==> config.mk <==
export PLATFORM = sky130hd
export DESIGN_NAME = fsb_arbiter
export DESIGN_NICKNAME = d
export VERILOG_FILES = /design/src/rtl/fsb_arbiter.sv
export SDC_FILE = /design/constraint.sdc
export NUM_CORES = 1
export LEC_CHECK = 0
export ABC_AREA = 1
export CAP_MARGIN = 20
export CORE_AREA = 2 2 104 106
export DETAILED_ROUTE_END_ITERATION = 10
export DIE_AREA = 0 0 106 108
export PLACE_DENSITY_LB_ADDON = 0.1
export SYNTH_ARGS = -nofsm -noshare
export SYNTH_HDL_FRONTEND = slang
export SYNTH_SLANG_ARGS = --single-unit
==> constraint.sdc <==
create_clock -name CLK -period 1.7 [get_ports CLK]
set_input_delay 0.34 -clock CLK [delete_from_list [all_inputs] [get_ports CLK]]
set_output_delay 0.34 -clock CLK [all_outputs]
set_load 0.005 [all_outputs]
==> src/rtl/fsb_arbiter.sv <==
// ---------------------------------------------------------------------------
// fsb_arbiter
//
// Two-requester front-side bus arbiter. The instruction-cache (i_*) and
// data-cache (d_*) miss paths compete for the single memory-side bus (m_*).
// The winner owns the bus for one fixed-length burst of BLOCK_WORDS word
// beats. The burst ends after its final beat or when the core raises abort_bus.
// Every burst is followed by at least one idle cycle.
//
// Parameters:
//   BLOCK_WORDS  words per burst (power of two, 1..8)
//   ADDR_W       address width
//   DATA_W       data width
//
// Ports:
//   CLK, nRST            clock (rising edge), asynchronous active-low reset
//   abort_bus            cancel the in-flight burst
//   i_req / d_req        requests, held by the requester until done
//   i_wen / d_wen        1 = writeback burst, 0 = fill burst
//   i_addr / d_addr      block address (low offset bits ignored)
//   i_wdata / d_wdata    current write beat data from each requester
//   i_gnt / d_gnt        requester owns the bus
//   i_beat / d_beat      beat accepted this cycle
//   i_done / d_done      one-cycle pulse on the final beat
//   rdata                shared read data (memory passthrough on a beat)
//   m_req, m_wen,        memory request, write enable, beat address and
//   m_addr, m_wdata      beat write data
//   m_ready, m_rdata     memory beat completion and read data
//
// Configuration macro:
//   FSB_ARB_ROUND_ROBIN_EN  defined   -> round-robin tie break (the
//                                        requester that did not win last
//                                        time wins a tie)
//                           undefined -> fixed priority, dcache wins ties
// ---------------------------------------------------------------------------
module fsb_arbiter #(
  parameter int BLOCK_WORDS = 4,
  parameter int ADDR_W      = 32,
  parameter int DATA_W      = 32
) (
  input  logic              CLK,
  input  logic              nRST,
  input  logic              abort_bus,
  input  logic              i_req,
  input  logic              d_req,
  input  logic              i_wen,
  input  logic              d_wen,
  input  logic [ADDR_W-1:0] i_addr,
  input  logic [ADDR_W-1:0] d_addr,
  input  logic [DATA_W-1:0] i_wdata,
  input  logic [DATA_W-1:0] d_wdata,
  output logic              i_gnt,
  output logic              d_gnt,
  output logic              i_beat,
  output logic              d_beat,
  output logic              i_done,
  output logic              d_done,
  output logic [DATA_W-1:0] rdata,
  output logic              m_req,
  output logic              m_wen,
  output logic [ADDR_W-1:0] m_addr,
  output logic [DATA_W-1:0] m_wdata,
  input  logic              m_ready,
  input  logic [DATA_W-1:0] m_rdata
);

  localparam int OFF_W = $clog2(BLOCK_WORDS * 4);
  localparam int CNT_W = (BLOCK_WORDS > 1) ? $clog2(BLOCK_WORDS) : 1;
  localparam logic [CNT_W-1:0]  LAST_BEAT = CNT_W'(BLOCK_WORDS - 1);
  localparam logic [ADDR_W-1:0] BASE_MASK = ~((ADDR_W'(1) << OFF_W) - ADDR_W'(1));

  typedef enum logic [1:0] {
    IDLE   = 2'd0,
    BUSY_I = 2'd1,
    BUSY_D = 2'd2
  } state_t;

  state_t            r_state;
  state_t            w_next_state;
  logic [ADDR_W-1:0] r_base;
  logic [ADDR_W-1:0] w_next_base;
  logic              r_wen;
  logic              w_next_wen;
  logic [CNT_W-1:0]  r_cnt;
  logic [CNT_W-1:0]  w_next_cnt;

  logic              w_busy;
  logic              w_beat;
  logic              w_last;
  logic              w_pick_d;
  logic [ADDR_W-1:0] w_offset;

  assign w_busy = (r_state == BUSY_I) || (r_state == BUSY_D);
  assign w_beat = w_busy && m_ready;
  assign w_last = w_beat && (r_cnt == LAST_BEAT);

`ifdef FSB_ARB_ROUND_ROBIN_EN
  // r_last_d remembers who won the most recent grant (1 = dcache). Reset
  // says icache, so the first tie goes to the dcache.
  logic r_last_d;

  always_ff @(posedge CLK or negedge nRST) begin
    if (!nRST) begin
      r_last_d <= 1'b0;
    end else if ((r_state == IDLE) && (w_next_state != IDLE)) begin
      r_last_d <= (w_next_state == BUSY_D);
    end
  end

  assign w_pick_d = d_req && (!i_req || !r_last_d);
`else
  assign w_pick_d = d_req;
`endif

  // Beat offset is OR-ed onto the aligned base, so beat addresses can never
  // carry out of the block.
  assign w_offset = ADDR_W'({r_cnt, 2'b00});

  always_ff @(posedge CLK or negedge nRST) begin
    if (!nRST) begin
      r_state <= IDLE;
      r_base  <= '0;
      r_wen   <= 1'b0;
      r_cnt   <= '0;
    end else begin
      r_state <= w_next_state;
      r_base  <= w_next_base;
      r_wen   <= w_next_wen;
      r_cnt   <= w_next_cnt;
    end
  end

  // An abort in IDLE suppresses the grant for one cycle. In a burst the final
  // beat takes precedence over a coincident abort, so the done pulse is never
  // lost.
  always_comb begin
    w_next_state = r_state;
    w_next_base  = r_base;
    w_next_wen   = r_wen;
    w_next_cnt   = r_cnt;
    case (r_state)
      IDLE: begin
        if (!abort_bus && (i_req || d_req)) begin
          w_next_cnt = '0;
          if (w_pick_d) begin
            w_next_state = BUSY_D;
            w_next_base  = d_addr & BASE_MASK;
            w_next_wen   = d_wen;
          end else begin
            w_next_state = BUSY_I;
            w_next_base  = i_addr & BASE_MASK;
            w_next_wen   = i_wen;
          end
        end
      end
      BUSY_I, BUSY_D: begin
        if (w_last) begin
          w_next_state = IDLE;
        end else if (abort_bus) begin
          w_next_state = IDLE;
        end else if (w_beat) begin
          w_next_cnt = r_cnt + CNT_W'(1);
        end
      end
      default: begin
        w_next_state = IDLE;
      end
    endcase
  end

  assign m_req   = w_busy;
  assign m_wen   = w_busy && r_wen;
  assign m_addr  = w_busy ? (r_base | w_offset) : '0;
  assign m_wdata = (r_state == BUSY_I) ? i_wdata :
                   (r_state == BUSY_D) ? d_wdata : '0;

  assign i_gnt  = (r_state == BUSY_I);
  assign d_gnt  = (r_state == BUSY_D);
  assign i_beat = (r_state == BUSY_I) && m_ready;
  assign d_beat = (r_state == BUSY_D) && m_ready;
  assign i_done = (r_state == BUSY_I) && w_last;
  assign d_done = (r_state == BUSY_D) && w_last;
  assign rdata  = w_beat ? m_rdata : '0;

endmodule

Yosys cells after proc, flatten, opt, wreduce, memory -nomap -nowiden
Cells that the tools add are included.

Shifts and indexed selects: 0. Equal/unequal tests: 8. Add/sub/neg operators: 1. Reductions and logical operators: 17. Bitwise gates (word level): 1. Mux-type cells: 16. Multiply operators: 0. Div/mod/pow operators: 0. Order comparisons: 0.

Operators by type and width (number): $mux W32 (5); $or A32 B4 Y32 (1); $mux W2 (8); $logic_and A1 B1 Y1 (8); $ne A2 B2 Y1 const B (4); $pmux W2 S2 (2); $reduce_and A5 Y1 (1); $eq A2 B2 Y1 const B (2); $reduce_and A2 Y1 (2); $ne A3 B3 Y1 const B (1); $add A2 B1 Y2 const B (1); $eq A2 B1 Y1 const B (1); $logic_not A2 Y1 (1); $logic_or A1 B1 Y1 (2); $reduce_bool A2 Y1 (1); $reduce_or A2 Y1 (1); $logic_not A1 Y1 (1); $mux W1 (1).

Input bits: 168. Memories kept: 0. ROM bits: 0. Bits in latches: 0. RAM bits: 0. Output and inout bits: 104. Register bits: 37.

Depth between registers and ports, before layout
Word-level depth: 7. Gate-level depth with buffers: 10. Gate-level depth less buffers: 9.

Worst setup path before layout
OpenSTA, ideal clock, no wires.

Path kind: register to output. From: reg r_state[0]. To: out rdata[10]. Data arrival time: 1.272 ns. Cell stages (with the launch flop): 7. Setup slack: 0.088 ns. Cells stage by stage: dfrtp_1 > inv_1 > ha_1 > buf_2 > nand2_1 > buf_2 > nor2_1.

Word-level cells in the longest chain between the ends: 4.

RTL lines: from (decl) (line 78) `state_t r_state;`; from (signal assigned) (line 126) `r_state <= w_next_state;`; $eq A2 B1 Y1 or $eq A2 B2 Y1 (tied branches) (line 93) `assign w_busy = (r_state == BUSY_I) || (r_state == BUSY_D);`; $logic_or A1 B1 Y1 * (line 93); named net m_req (line 59) `output logic m_req,`; $logic_and A1 B1 Y1 * (line 94) `assign w_beat = w_busy && m_ready;`; $mux W32 * (line 183) `assign rdata = w_beat ? m_rdata : '0;`; to (decl) (line 58) `output logic [DATA_W-1:0] rdata,`.

Mark *: on every way through the listed nets, which the timed path passes. The rest lies on a longest branch.

Worst setup path in the final report
From: reg r_state[1]. To: out rdata[2].

Word-level cells in the longest chain between the ends: 4.

RTL lines (line): $eq A2 B1 Y1 or $eq A2 B2 Y1 (tied branches) (93); $logic_or A1 B1 Y1 * (93); $logic_and A1 B1 Y1 * (94); $mux W32 * (183).

Every way passes the cells marked *; elsewhere a longest branch is shown, timed or not.

==> parameters.txt <==
Parameter                              Value

Yosys
  Synth top area cells    sky130_fd_sc_hd__nand2_1 (35%), sky130_fd_sc_hd__dfrtp_1 (30%), sky130_fd_sc_hd__inv_1 (9.9%)
  Top cell type's share of synthesized area    0.347
  Post-synthesis area per instance    5.46 µm²
  Library cell occupying the most area in the post-synthesis netlist    sky130_fd_sc_hd__nand2_1
  Yosys reg bits    33
  Post-synth cell types    15
  Proportion of synthesized chip area in sequential cells    0.295
  Cells after synthesis    513
  Warnings from Yosys    0
  Summed instance area of the synthesized netlist    0.00280 mm²

Drt
  Final wirelength    13.8 mm
  Number of nets with antenna violations after detailed routing    0
  Number of vias per cell    4.40
  Number of vias in the routed layout    4150
  Detailed Route Iter0 Violations    279
  First drt pass iteration count    4
  Number of remaining DRC errors    0
  Routed wirelength normalized by instance count    14.7 µm

Worst hold path
  Path type of the worst min-delay path    input pin to asynchronous set/reset pin

Place
  Area of placed instances    0.00563 mm²
  Number of port buffers    261
  Final weighted congestion in routability-driven placement    0.817
  Number of cells in the design after placement    901
  Sum of net half-perimeters after detailed placement    9.99 mm

Clock network
  Clock buffer depth    2
  Hold bufs inserted after CTS    0
  TritonCTS clock tree    done
  Clock transition time at the flip-flop clock pins of the worst setup and hold paths    70 ps
  CTS Buf Count    5
  Clk Tree Root Cell    sky130_fd_sc_hd__clkbuf_8
  CTS sink cnt    33
  Clock H-tree levels    2
  Clk_lat worst skew    280 ps

Floorplanning
  Total I/O pin count    272
  Std cell rows    37
  Standard cell core area    0.0102 mm²
  Die Y    108 µm
  Starting density of the core    0.274
  Die Footprint    0.0114 mm²
  Die width    106 µm

Status
  Result of the run    finished, violations left
  Failing checks    setup timing

GRT
  Vias in the first global route    4069
  Residual overflow from global routing    0
  Antenna violations before repair    0
  Gr usage total    0.227
  Largest net degree at the start of global routing    34
  Wire length of the first global-routing pass    20.8 mm

Critical path
  Required time reported for the critical path endpoint    1360 ps
  Critical Path End Type    output pin
  RR Startpoint    r_state[0]$_DFFE_PN0P_
  Max Fanout on Critical Path    16
  Signal arrival time at the worst endpoint    1670 ps
  Sort of element at the start of the critical path    flip-flop
  Setup Crit Path Kind    flip-flop to output pin
  Critical path launch point    r_state[1]$_DFFE_PN0P_

Power and ir drop
  Cell area power density    1350 mW/mm²
  Net switching fraction of the power    0.411
  Worst ir drop on vdd    676 µV
  Share of power burned in the clock network    0.090
  Share of total power in sequential cells    0.161
  Int Pwr    0.00503 W
  Leakage power total    3.58 nW
  Total net switching power    0.00350 W
  Logic pwr share    0.749

Timing
  Worst Slack Setup Final    -311 ps
  Top achievable clock speed    497 MHz
  Unrepaired setup endpoints after global routing    true
  Final number of max-transition violations    0
  Least-Margin Pin Slew    778 ps
  Share of the cycle needed by the critical path after routing    1.18
  Clock period minus worst slack    2010 ps
  Clock Skew    6.88 ps
  Hold slack    130 ps
  Number of endpoints with negative hold slack in the final report    0
  Total setup violations reported at the end of the flow    105
  Worst-case headroom to the max-slew limit    0.481

Final layout
  Post-route cell area    0.00632 mm²
  Layout cells sized above 1    0.316
  Area of the multi-input gates    0.00187 mm²
  Final std cells w/o fill    944
  Count of fill cells added during filler insertion    989
  Area Overhead vs Synth    126%
  Number of inserted diodes    0
  Flip-flop and latch area    826 µm²
  Fin nets    979

Job
  Number of maximum-capacitance constraint violations    0
[synth_stat cells, drive strengths merged]
| cell type | n |
|---|---|
| dfrtp | 33 |
| nand3 | 38 |
| buf | 26 |
| nor2 | 37 |
| inv | 75 |
| ha | 4 |
| clkbuf | 9 |
| conb | 1 |
| o21ai | 30 |
| nand2 | 260 |
[cells by family (layout without fill, tap and decap cells)]
family / after synthesis / count (layout) / synth area share
and+or+nand+nor: 335 / 335 / 0.469
buffers and inverters: 110 / 404 / 0.162
DFF: 33 / 33 / 0.295
AOI/OAI and AO/OA: 30 / 30 / 0.0550
adders and majority gates: 4 / 4 / 0.0179
other: 1 / 2 / 0.00134
[critical path, cell delays in order (launching register included)]
cell                              delay [ps]
sky130_fd_sc_hd__dfrtp_1                 370
sky130_fd_sc_hd__inv_2                    70
sky130_fd_sc_hd__ha_4                    290
sky130_fd_sc_hd__buf_12                  110
sky130_fd_sc_hd__nand2_4                  90
sky130_fd_sc_hd__buf_12                  170
sky130_fd_sc_hd__nor2_1                  100
sky130_fd_sc_hd__clkdlybuf4s15_2         210
[per-stage QoR]
step	total power, W	TNS [ps]	worst slack (ps)	utilization
floorplan	0.00335	0	87.6	-
CTS	0.00806	-22330	-318	0.595
finish	0.00852	-20760	-311	0.617
global route	0.00919	-29350	-378	0.617
global placement	0.00612	-31920	-395	0.551
detailed placement	0.00619	-34320	-440	0.551
[cell type report]
type	count	share of cell area
Multi-Input combinational cell	371	0.297
Timing Repair Buffer	321	0.481
Clock inverter	2	0.00594
Tap cell	136	0.0269
Inverter	75	0.0458
Sequential cell	33	0.131
Clock buffer	6	0.0131
[power by group through the flow]
stage	clock network (W)	registers, W	logic, W
5_1_grt	0.000822	0.00142	0.00695
2_1_floorplan	0	0.00131	0.00205
3_5_place_dp	0	0.00135	0.00484
3_3_place_gp	0	0.00133	0.00479
6_report	0.000764	0.00137	0.00639
4_1_cts	0.000796	0.00136	0.00591
[worst paths after layout]
kind / to / slack [ps] / cells after the start
max reg2reg: r_cnt[1]$_DFFE_PN0P_ / -90 / 13
max: rdata[2] / -310 / 7
min reg2reg: r_base[29]$_DFFE_PN0P_ / 500 / 2
max in group asynchronous: r_state[1]$_DFFE_PN0P_ / 1070 / 1
min in group CLK: r_base[29]$_DFFE_PN0P_ / 500 / 2
min: r_base[23]$_DFFE_PN0P_ / 130 / 1
[flip-flops by register name, summed over array words and instances, names as in the netlist]
name     cells
r_cnt        2
r_state      2
r_wen        1
r_base      28
[placed cells by master (no fill, tap or decap)]
| master | count |
|---|---|
| sky130_fd_sc_hd__o21ai_0 | 29 |
| sky130_fd_sc_hd__conb_1 | 2 |
| sky130_fd_sc_hd__nor2_1 | 19 |
| sky130_fd_sc_hd__buf_16 | 8 |
| sky130_fd_sc_hd__nand2_4 | 6 |
| sky130_fd_sc_hd__clkbuf_16 | 1 |
| sky130_fd_sc_hd__nand2_1 | 236 |
| sky130_fd_sc_hd__clkbuf_2 | 16 |
| sky130_fd_sc_hd__nor2_2 | 16 |
| sky130_fd_sc_hd__dfrtp_1 | 33 |
| sky130_fd_sc_hd__ha_1 | 1 |
| sky130_fd_sc_hd__buf_8 | 8 |
| sky130_fd_sc_hd__buf_4 | 24 |
| sky130_fd_sc_hd__clkdlybuf4s50_1 | 158 |
| sky130_fd_sc_hd__clkdlybuf4s15_2 | 7 |
| sky130_fd_sc_hd__inv_1 | 65 |
| sky130_fd_sc_hd__bufinv_16 | 1 |
| sky130_fd_sc_hd__clkbuf_8 | 6 |
| sky130_fd_sc_hd__nand3_2 | 30 |
| sky130_fd_sc_hd__clkinvlp_4 | 1 |
| sky130_fd_sc_hd__inv_8 | 1 |
| sky130_fd_sc_hd__ha_4 | 3 |
| sky130_fd_sc_hd__inv_2 | 9 |
| sky130_fd_sc_hd__o21ai_2 | 1 |
| sky130_fd_sc_hd__clkdlybuf4s15_1 | 2 |
| sky130_fd_sc_hd__nor2_4 | 2 |
| sky130_fd_sc_hd__nand3_4 | 2 |
| sky130_fd_sc_hd__buf_2 | 68 |
| sky130_fd_sc_hd__buf_6 | 19 |
| sky130_fd_sc_hd__nand2_2 | 18 |
| sky130_fd_sc_hd__dlygate4sd2_1 | 2 |
| sky130_fd_sc_hd__nand3_1 | 6 |
| sky130_fd_sc_hd__buf_12 | 8 |
[routing by layer]
metal  GRT usage  routed length (µm)  share of wire
met1       0.263                5450           0.39
met4      0.0630                 359          0.026
met3      0.0555                1040          0.075
met2       0.418                6990           0.51
met5           0                   0              0
[repair_timing]
action | in CTS | in global routing
buffers inserted | 23 | 6
cloned | 8 | 1
gates resized for setup | 413 | 112
pin swaps | 14 | 27
setup endpoints to repair | 104 | 106
No activity file was read; power rests on OpenSTA's default activity.
